File: src/rtl/dma_transfer_engine_if.sv
// Handshake/bus bundle for dma_transfer_engine.
// The master modport is the engine side; the slave modport is the channel logic / bus side.
interface dma_transfer_engine_if #(
   parameter int ADDR_W = 16,
   parameter int DATA_W = 8,
   parameter int CNT_W  = 16,
   parameter int NUM_CH = 4
);
   localparam int CH_W = (NUM_CH > 1) ? $clog2(NUM_CH) : 1;

   logic [NUM_CH-1:0] dack;
   logic              start;
   logic [ADDR_W-1:0] src_addr;
   logic [ADDR_W-1:0] dst_addr;
   logic [CNT_W-1:0]  word_count;
   logic [7:0]        mode;
   logic [7:0]        command;
   logic              eop_in;
   logic [DATA_W-1:0] data_in;
   logic [DATA_W-1:0] data_out;
   logic              data_oe;
   logic [ADDR_W-1:0] addr_out;
   logic [3:0]        control_bus;
   logic [CH_W-1:0]   ch_id;
   logic              busy;
   logic              tc;
   logic              eop;

   modport master (
      input  dack, start, src_addr, dst_addr, word_count, mode, command, eop_in, data_in,
      output data_out, data_oe, addr_out, control_bus, ch_id, busy, tc, eop
   );

   modport slave (
      output dack, start, src_addr, dst_addr, word_count, mode, command, eop_in, data_in,
      input  data_out, data_oe, addr_out, control_bus, ch_id, busy, tc, eop
   );
endinterface

File: src/rtl/dma_transfer_engine.sv
// 8237A-style DMA transfer engine: I/O<->memory, verify, and memory-to-memory block transfers.
// Memory-to-memory support (temp register, M_* states) is built only when DMA_MEM2MEM_EN is defined.
module dma_transfer_engine #(
   parameter int ADDR_W = 16,
   parameter int DATA_W = 8,
   parameter int CNT_W  = 16,
   parameter int NUM_CH = 4
) (
   input logic                   clk,
   input logic                   reset,
   dma_transfer_engine_if.master bus
);
   localparam int CH_W = (NUM_CH > 1) ? $clog2(NUM_CH) : 1;

   typedef enum logic [2:0] {
      IDLE,
      IO_ASSERT,
      IO_NEXT,
`ifdef DMA_MEM2MEM_EN
      M_READ,
      M_LATCH,
      M_WRITE,
      M_NEXT,
`endif
      DONE
   } state_e;

   state_e            state_q, state_d;
   logic [ADDR_W-1:0] src_q, src_d;
   logic [CNT_W-1:0]  cnt_q, cnt_d;
   logic              dec_q, dec_d;
   logic [3:0]        io_ctrl_q, io_ctrl_d;
   logic [CH_W-1:0]   ch_q, ch_d;
   logic [ADDR_W-1:0] addr_q, addr_d;
   logic [3:0]        ctrl_q, ctrl_d;
   logic              busy_q, busy_d;
   logic              tc_q, tc_d;
   logic              eop_q, eop_d;
`ifdef DMA_MEM2MEM_EN
   logic [ADDR_W-1:0] dst_q, dst_d;
   logic              hold_q, hold_d;
   logic [DATA_W-1:0] temp_q, temp_d;
   logic              oe_q, oe_d;
`endif

   logic dack_ok;
   logic last_word;
   logic exhaust;

   assign dack_ok   = bus.dack[ch_q];
   assign last_word = (cnt_q == '0);
`ifdef DMA_MEM2MEM_EN
   assign exhaust   = dack_ok && last_word && (state_q == IO_NEXT || state_q == M_NEXT);
`else
   assign exhaust   = dack_ok && last_word && (state_q == IO_NEXT);
`endif

   function automatic logic [ADDR_W-1:0] step_addr(input logic [ADDR_W-1:0] a, input logic dec);
      step_addr = dec ? (a - ADDR_W'(1)) : (a + ADDR_W'(1));
   endfunction

   always_comb begin
      state_d   = state_q;
      src_d     = src_q;
      cnt_d     = cnt_q;
      dec_d     = dec_q;
      io_ctrl_d = io_ctrl_q;
      ch_d      = ch_q;
      addr_d    = addr_q;
      ctrl_d    = ctrl_q;
      busy_d    = busy_q;
      tc_d      = 1'b0;
      eop_d     = 1'b0;
`ifdef DMA_MEM2MEM_EN
      dst_d     = dst_q;
      hold_d    = hold_q;
      temp_d    = temp_q;
      oe_d      = oe_q;
`endif
      case (state_q)
         IDLE: begin
            if (bus.start && (|bus.dack)) begin
               src_d  = bus.src_addr;
               cnt_d  = bus.word_count;
               dec_d  = bus.mode[5];
               addr_d = bus.src_addr;
               busy_d = 1'b1;
               case (bus.mode[3:2])
                  2'b01:   io_ctrl_d = 4'b0110;
                  2'b10:   io_ctrl_d = 4'b1001;
                  default: io_ctrl_d = 4'b0000;
               endcase
               ch_d = '0;
               for (int unsigned i = NUM_CH; i > 0; i--) begin
                  if (bus.dack[i-1]) ch_d = CH_W'(i - 1);
               end
               state_d = IO_ASSERT;
               ctrl_d  = io_ctrl_d;
`ifdef DMA_MEM2MEM_EN
               dst_d  = bus.dst_addr;
               hold_d = bus.command[1];
               if (bus.command[0]) begin
                  state_d = M_READ;
                  ctrl_d  = 4'b1000;
               end
`endif
            end
         end
         DONE: state_d = IDLE;
         default: begin
            // External EOP wins over everything, including a stalled DACK.
            if (bus.eop_in) begin
               state_d = DONE;
               eop_d   = 1'b1;
               tc_d    = exhaust;
               busy_d  = 1'b0;
               ctrl_d  = '0;
`ifdef DMA_MEM2MEM_EN
               oe_d    = 1'b0;
`endif
            end else if (dack_ok) begin
               case (state_q)
                  IO_ASSERT: begin
                     state_d = IO_NEXT;
                     ctrl_d  = '0;
                  end
                  IO_NEXT: begin
                     src_d = step_addr(src_q, dec_q);
                     cnt_d = cnt_q - CNT_W'(1);
                     if (last_word) begin
                        state_d = DONE;
                        tc_d    = 1'b1;
                        eop_d   = 1'b1;
                        busy_d  = 1'b0;
                     end else begin
                        state_d = IO_ASSERT;
                        addr_d  = step_addr(src_q, dec_q);
                        ctrl_d  = io_ctrl_q;
                     end
                  end
`ifdef DMA_MEM2MEM_EN
                  M_READ: state_d = M_LATCH;
                  M_LATCH: begin
                     state_d = M_WRITE;
                     temp_d  = bus.data_in;
                     addr_d  = dst_q;
                     ctrl_d  = 4'b0100;
                     oe_d    = 1'b1;
                  end
                  M_WRITE: begin
                     state_d = M_NEXT;
                     ctrl_d  = '0;
                     oe_d    = 1'b0;
                  end
                  M_NEXT: begin
                     dst_d = step_addr(dst_q, dec_q);
                     if (!hold_q) src_d = step_addr(src_q, dec_q);
                     cnt_d = cnt_q - CNT_W'(1);
                     if (last_word) begin
                        state_d = DONE;
                        tc_d    = 1'b1;
                        eop_d   = 1'b1;
                        busy_d  = 1'b0;
                     end else begin
                        state_d = M_READ;
                        addr_d  = hold_q ? src_q : step_addr(src_q, dec_q);
                        ctrl_d  = 4'b1000;
                     end
                  end
`endif
                  default: ;
               endcase
            end
         end
      endcase
   end

   always_ff @(posedge clk) begin
      if (reset) begin
         state_q   <= IDLE;
         src_q     <= '0;
         cnt_q     <= '0;
         dec_q     <= 1'b0;
         io_ctrl_q <= '0;
         ch_q      <= '0;
         addr_q    <= '0;
         ctrl_q    <= '0;
         busy_q    <= 1'b0;
         tc_q      <= 1'b0;
         eop_q     <= 1'b0;
`ifdef DMA_MEM2MEM_EN
         dst_q     <= '0;
         hold_q    <= 1'b0;
         temp_q    <= '0;
         oe_q      <= 1'b0;
`endif
      end else begin
         state_q   <= state_d;
         src_q     <= src_d;
         cnt_q     <= cnt_d;
         dec_q     <= dec_d;
         io_ctrl_q <= io_ctrl_d;
         ch_q      <= ch_d;
         addr_q    <= addr_d;
         ctrl_q    <= ctrl_d;
         busy_q    <= busy_d;
         tc_q      <= tc_d;
         eop_q     <= eop_d;
`ifdef DMA_MEM2MEM_EN
         dst_q     <= dst_d;
         hold_q    <= hold_d;
         temp_q    <= temp_d;
         oe_q      <= oe_d;
`endif
      end
   end

   // Strobes are gated by the live DACK so the bus goes quiet in the same cycle the grant drops.
   assign bus.addr_out    = addr_q;
   assign bus.control_bus = dack_ok ? ctrl_q : '0;
   assign bus.ch_id       = ch_q;
   assign bus.busy        = busy_q;
   assign bus.tc          = tc_q;
   assign bus.eop         = eop_q;

`ifdef DMA_MEM2MEM_EN
   assign bus.data_out = temp_q;
   assign bus.data_oe  = oe_q & dack_ok;

   logic unused_bits;
   assign unused_bits = ^{bus.command[7:2], bus.mode[7:6], bus.mode[4], bus.mode[1:0]};
`else
   assign bus.data_out = '0;
   assign bus.data_oe  = 1'b0;

   logic unused_bits;
   assign unused_bits = ^{bus.command, bus.dst_addr, bus.data_in,
                          bus.mode[7:6], bus.mode[4], bus.mode[1:0]};
`endif
endmodule

File: src/flat_wrapper.sv
// flat-port wrapper written by rule: the top's interface ports become plain ports
module dma_transfer_engine_flat 
#(
   parameter int ADDR_W = 16,
   parameter int DATA_W = 8,
   parameter int CNT_W  = 16,
   parameter int NUM_CH = 4
)
  (clk, reset, bus_dack, bus_start, bus_src_addr, bus_dst_addr, bus_word_count, bus_mode, bus_command, bus_eop_in, bus_data_in, bus_data_out, bus_data_oe, bus_addr_out, bus_control_bus, bus_ch_id, bus_busy, bus_tc, bus_eop);
  dma_transfer_engine_if #(.ADDR_W(ADDR_W), .DATA_W(DATA_W), .CNT_W(CNT_W), .NUM_CH(NUM_CH)) bus_i ();
  input logic clk;
  input logic reset;
  input wire logic [$bits(bus_i.dack)-1:0] bus_dack;
  input wire logic [$bits(bus_i.start)-1:0] bus_start;
  input wire logic [$bits(bus_i.src_addr)-1:0] bus_src_addr;
  input wire logic [$bits(bus_i.dst_addr)-1:0] bus_dst_addr;
  input wire logic [$bits(bus_i.word_count)-1:0] bus_word_count;
  input wire logic [$bits(bus_i.mode)-1:0] bus_mode;
  input wire logic [$bits(bus_i.command)-1:0] bus_command;
  input wire logic [$bits(bus_i.eop_in)-1:0] bus_eop_in;
  input wire logic [$bits(bus_i.data_in)-1:0] bus_data_in;
  output wire logic [$bits(bus_i.data_out)-1:0] bus_data_out;
  output wire logic [$bits(bus_i.data_oe)-1:0] bus_data_oe;
  output wire logic [$bits(bus_i.addr_out)-1:0] bus_addr_out;
  output wire logic [$bits(bus_i.control_bus)-1:0] bus_control_bus;
  output wire logic [$bits(bus_i.ch_id)-1:0] bus_ch_id;
  output wire logic [$bits(bus_i.busy)-1:0] bus_busy;
  output wire logic [$bits(bus_i.tc)-1:0] bus_tc;
  output wire logic [$bits(bus_i.eop)-1:0] bus_eop;
  assign bus_i.dack = bus_dack;
  assign bus_i.start = bus_start;
  assign bus_i.src_addr = bus_src_addr;
  assign bus_i.dst_addr = bus_dst_addr;
  assign bus_i.word_count = bus_word_count;
  assign bus_i.mode = bus_mode;
  assign bus_i.command = bus_command;
  assign bus_i.eop_in = bus_eop_in;
  assign bus_i.data_in = bus_data_in;
  assign bus_data_out = bus_i.data_out;
  assign bus_data_oe = bus_i.data_oe;
  assign bus_addr_out = bus_i.addr_out;
  assign bus_control_bus = bus_i.control_bus;
  assign bus_ch_id = bus_i.ch_id;
  assign bus_busy = bus_i.busy;
  assign bus_tc = bus_i.tc;
  assign bus_eop = bus_i.eop;
  dma_transfer_engine #(.ADDR_W(ADDR_W), .DATA_W(DATA_W), .CNT_W(CNT_W), .NUM_CH(NUM_CH)) u_core (.clk(clk), .reset(reset), .bus(bus_i));
endmodule
File: config.mk
export PLATFORM = sky130hd
export DESIGN_NAME = dma_transfer_engine_flat
export DESIGN_NICKNAME = d
export VERILOG_FILES = /design/src/rtl/dma_transfer_engine_if.sv /design/src/rtl/dma_transfer_engine.sv /design/src/flat_wrapper.sv
export SDC_FILE = /design/constraint.sdc
export NUM_CORES = 1
export LEC_CHECK = 0
export ABC_CLOCK_PERIOD_IN_PS = 5280
export CORE_UTILIZATION = 52
export DETAILED_ROUTE_END_ITERATION = 7
export PLACE_DENSITY_LB_ADDON = 0.25
export SLEW_MARGIN = 20
export SYNTH_ARGS = -nofsm -noshare
export SYNTH_HDL_FRONTEND = slang
export SYNTH_SLANG_ARGS = --single-unit
File: constraint.sdc
create_clock -name clk -period 5.28 [get_ports clk]
set_input_delay 1.32 -clock clk [delete_from_list [all_inputs] [get_ports clk]]
set_output_delay 1.32 -clock clk [all_outputs]
set_load 0.01 [all_outputs]
==> summary.txt <==
Run status
  – Outcome: completed

Synthesis
  – Distinct cell type count after synthesis: 76
  – Count leader, synth: dfxtp_1
  – Post-synthesis compound-gate area fraction: 0.270
  – Post-Synthesis Cells: 475
  – Post-synthesis mux area share: 0.0343
  – Yosys top cell area share: 0.310
  – Synth Area in Adders: 0.0699
  – Post-synth ARST share: 0
  – Combinational family with the most area after synthesis: compound AO/OA/AOI/OAI gates
  – Synth cell count leaders: dfxtp_1 (60), nor2_1 (54), nand2_1 (42)
  – Simple-gate portion of the synthesized area: 0.227
  – Seq/Total Area, Yosys: 0.310
  – Post-synthesis cell area: 3870 um^2
  – Most used DFF post-synth: dfxtp_1
  – Synth Area in XOR/XNOR: 0.0226
  – Synth top area cells: dfxtp_1 (31%), ha_1 (6.5%), nor2_1 (5.2%)
  – Syn avg cell area: 8.14 um^2
  – Synth area leader: dfxtp_1
  – Ys Warns: 0
  – EDFF count, synth: 0
  – Yosys reg bits: 60

Clock tree
  – CTS tree: yes
  – # hold bufs at CTS: 0
  – Worst skew pair latency: 0.34 ns
  – Setup bufs post-CTS: 0
  – Worst-path clk slew: 0.06 ns
  – # clock sinks: 60
  – CTS buffer count: 9
  – Clock tree buffer depth: 2
  – CTS-repair resized insts: 0
  – H-Tree Depth: 3
  – Root buf cell: clkbuf_8

Drt
  – Number of iterations in the first detailed-routing pass: 5
  – Vias/cell: 5.90
  – Detailed Route WL: 9830 um
  – DR iter-0 viols: 153
  – WL per Instance: 15.6 um
  – Vias post-DR: 3721
  – Remaining DRCs: 0
  – Post-route ant nets: 0

Timing
  – Final hold violation count: 0
  – Setup TNS: 0 ns
  – Clk_skew: 0.0103 ns
  – Final period utilization: 0.846
  – Fin Hold WS: 0.455 ns
  – Maximum clock rate: 224 MHz
  – Max-slew violation count: 0
  – # setup viols final: 0
  – Final worst slack: 0.814 ns
  – RSZ-0062 raised after global routing: false
  – Worst Max-Slew Pin Slew: 0.759 ns
  – Final min period: 4.47 ns
  – Slew margin rel.: 0.493

Setup path
  – Required @ worst endpoint: 3.96 ns
  – Crit path max-delay cell type: mux4_2
  – Critical path peak fanout: 10
  – Buffers & Inverters on Critical Path: 2
  – Setup CP Type: input port to primary output
  – Startpoint types: input port
  – Slowest stage delay, CP: 0.62 ns
  – WP data arrival: 3.15 ns
  – Crit. End Element: primary output
  – Crit path cell chain: clkdlybuf4s50_1, mux4_2, and2_1, clkdlybuf4s50_1
  – CP delay by family, top: buffers and inverters
  – Critical Path Most Common Cell: clkdlybuf4s50_1

Cells and area
  – Area grow syn2layout: 20.9%
  – # diodes: 0
  – Register area: 1200 um^2
  – Fillers: 643
  – Core Util, Final: 0.648
  – Area of the multi-input gates: 2450 um^2
  – Fraction of layout cells with a size suffix above 1: 0.0771
  – Fin area: 4680 um^2
  – Nets: 630

Die
  – DIE HEIGHT: 88.3 um
  – Die W: 88.3 um
  – Die area: 7790 um^2
  – Initial Utilization: 0.536
  – Core footprint: 7210 um^2
  – Site Rows: 31
  – I/O Pins: 114

Global route
  – Overflow after GRT: 0
  – Global-route wire length before repair: 16100 um
  – Gr usage total: 0.264
  – Vias in the first global route: 3446
  – Largest net degree at the start of global routing: 53
  – Initial antenna violation count: 0

Placement
  – PortBufs: 67
  – HPWL Detailed: 6730 um
  – Routability Congestion: 0.936
  – Post-DP Area: 4510 um^2
  – Pre-CTS setup slack: 0.821 ns

Run
  – Max-cap viol count: 0

Power and ir drop
  – LEAKAGE: 1.83 nW
  – Peak supply drop: 0.000297 V
  – Cell Pwr Density: 527 nW/um^2

Hold path
  – Hold Path Class: flop to flop
## per-layer routing
| layer | share of wire | track usage | wire (um) |
|---|---|---|---|
| met1 | 0.44 | 0.329 | 4310 |
| met2 | 0.49 | 0.453 | 4850 |
| met3 | 0.059 | 0.0606 | 576 |
| met4 | 0.0089 | 0.0806 | 87 |
| met5 | 0 | 0 | 0 |
## registers in the layout, summed over array words and instances (netlist names)
| register | cells |
|---|---|
| u_core.bus.addr_out | 16 |
| u_core.cnt_q | 16 |
| u_core.src_q | 16 |
| u_core.bus.ch_id | 2 |
| u_core.ctrl_q | 2 |
| u_core.io_ctrl_q | 2 |
| u_core.state_q | 2 |
| u_core.bus.busy | 1 |
| u_core.bus.eop | 1 |
| u_core.bus.tc | 1 |
| u_core.dec_q | 1 |
## cells in the final DEF (no fill, tap or decap), types with 3 or more instances in the layout
cell,Yosys,routed
a31o_2,3,3
and4_1,4,4
and2_1,5,5
a311oi_1,3,3
nor3_2,3,3
nand4_1,3,3
xor2_1,4,4
nand2b_1,4,4
a31oi_1,10,10
o21ai_0,33,33
inv_1,11,11
o211ai_1,4,4
or3_1,3,3
a211oi_1,16,16
o221ai_1,5,5
nor3_1,15,15
and3_1,6,6
nor2_1,54,54
xnor2_1,6,6
nand3_1,8,8
conb_1,1,9
a21oi_1,38,38
dfxtp_1,60,60
a221oi_1,3,3
a21o_1,7,7
o21a_1,5,5
clkdlybuf4s50_1,0,67
nand2_1,42,42
mux2i_1,11,11
ha_1,20,19
clkbuf_8,0,9
nor2b_1,4,4
a32oi_1,3,3
## worst reg2reg max path, stage by stage, from the launching register on
cell,delay (ns)
dfxtp_1,0.81
ha_1,0.41
a21o_1,0.20
a221oi_1,0.46
o21ai_0,0.24
a211oi_1,0.50
nor2_1,0.09
nor3_1,0.16
## area by class of cell
cell class              instances  area share
clock inverters                 3     0.00856
flip-flops and latches         60       0.257
inverters                      12     0.00963
well taps                      99      0.0265
repair buffers                 69       0.147
clock buffers                  11      0.0281
multi-input cells             377       0.524
## kinds of logic (layout without fill, tap and decap cells)
logic type	Yosys count	after routing
AND/OR/NAND/NOR	169	169
AO/OA/AOI/OAI	156	156
flip-flops	60	60
buffers and inverters	46	95
adder cells (fa/ha/maj)	21	21
multiplexers	12	12
XOR/XNOR	10	10
other	1	9
## per-stage QoR
step,total power (W),cells
after detailed placement,0.00207,617
after global placement,0.00204,617
after floorplan,0.00170,483
final,0.00246,631
after CTS,0.00246,631
after global routing,0.00266,631
## path summary, 6_finish.rpt
check | from | to | slack (ns) | depth (start not counted)
worst min-delay path | u_core.bus.addr_out[0]$_SDFFE_PP0P_ | u_core.bus.addr_out[0]$_SDFFE_PP0P_ | 0.46 | 2
worst max register to register | u_core.dec_q$_SDFFE_PP0P_ | u_core.src_q[12]$_SDFFE_PP0P_ | 2.32 | 7
worst min register to register | u_core.bus.addr_out[0]$_SDFFE_PP0P_ | u_core.bus.addr_out[0]$_SDFFE_PP0P_ | 0.46 | 2
worst max-delay path | bus_dack[0] | bus_control_bus[2] | 0.81 | 4
## power breakdown
| part | switching [W] | internal (W) | leakage, nW | total [W] |
|---|---|---|---|---|
| logic | 0.000803 | 0.000555 | 1.24 | 0.00136 |
| registers | 0.000117 | 0.000605 | 0.494 | 0.000722 |
| clock network | 0.000173 | 0.000211 | 0.0890 | 0.000384 |
Power figures use the tool's default switching activity.
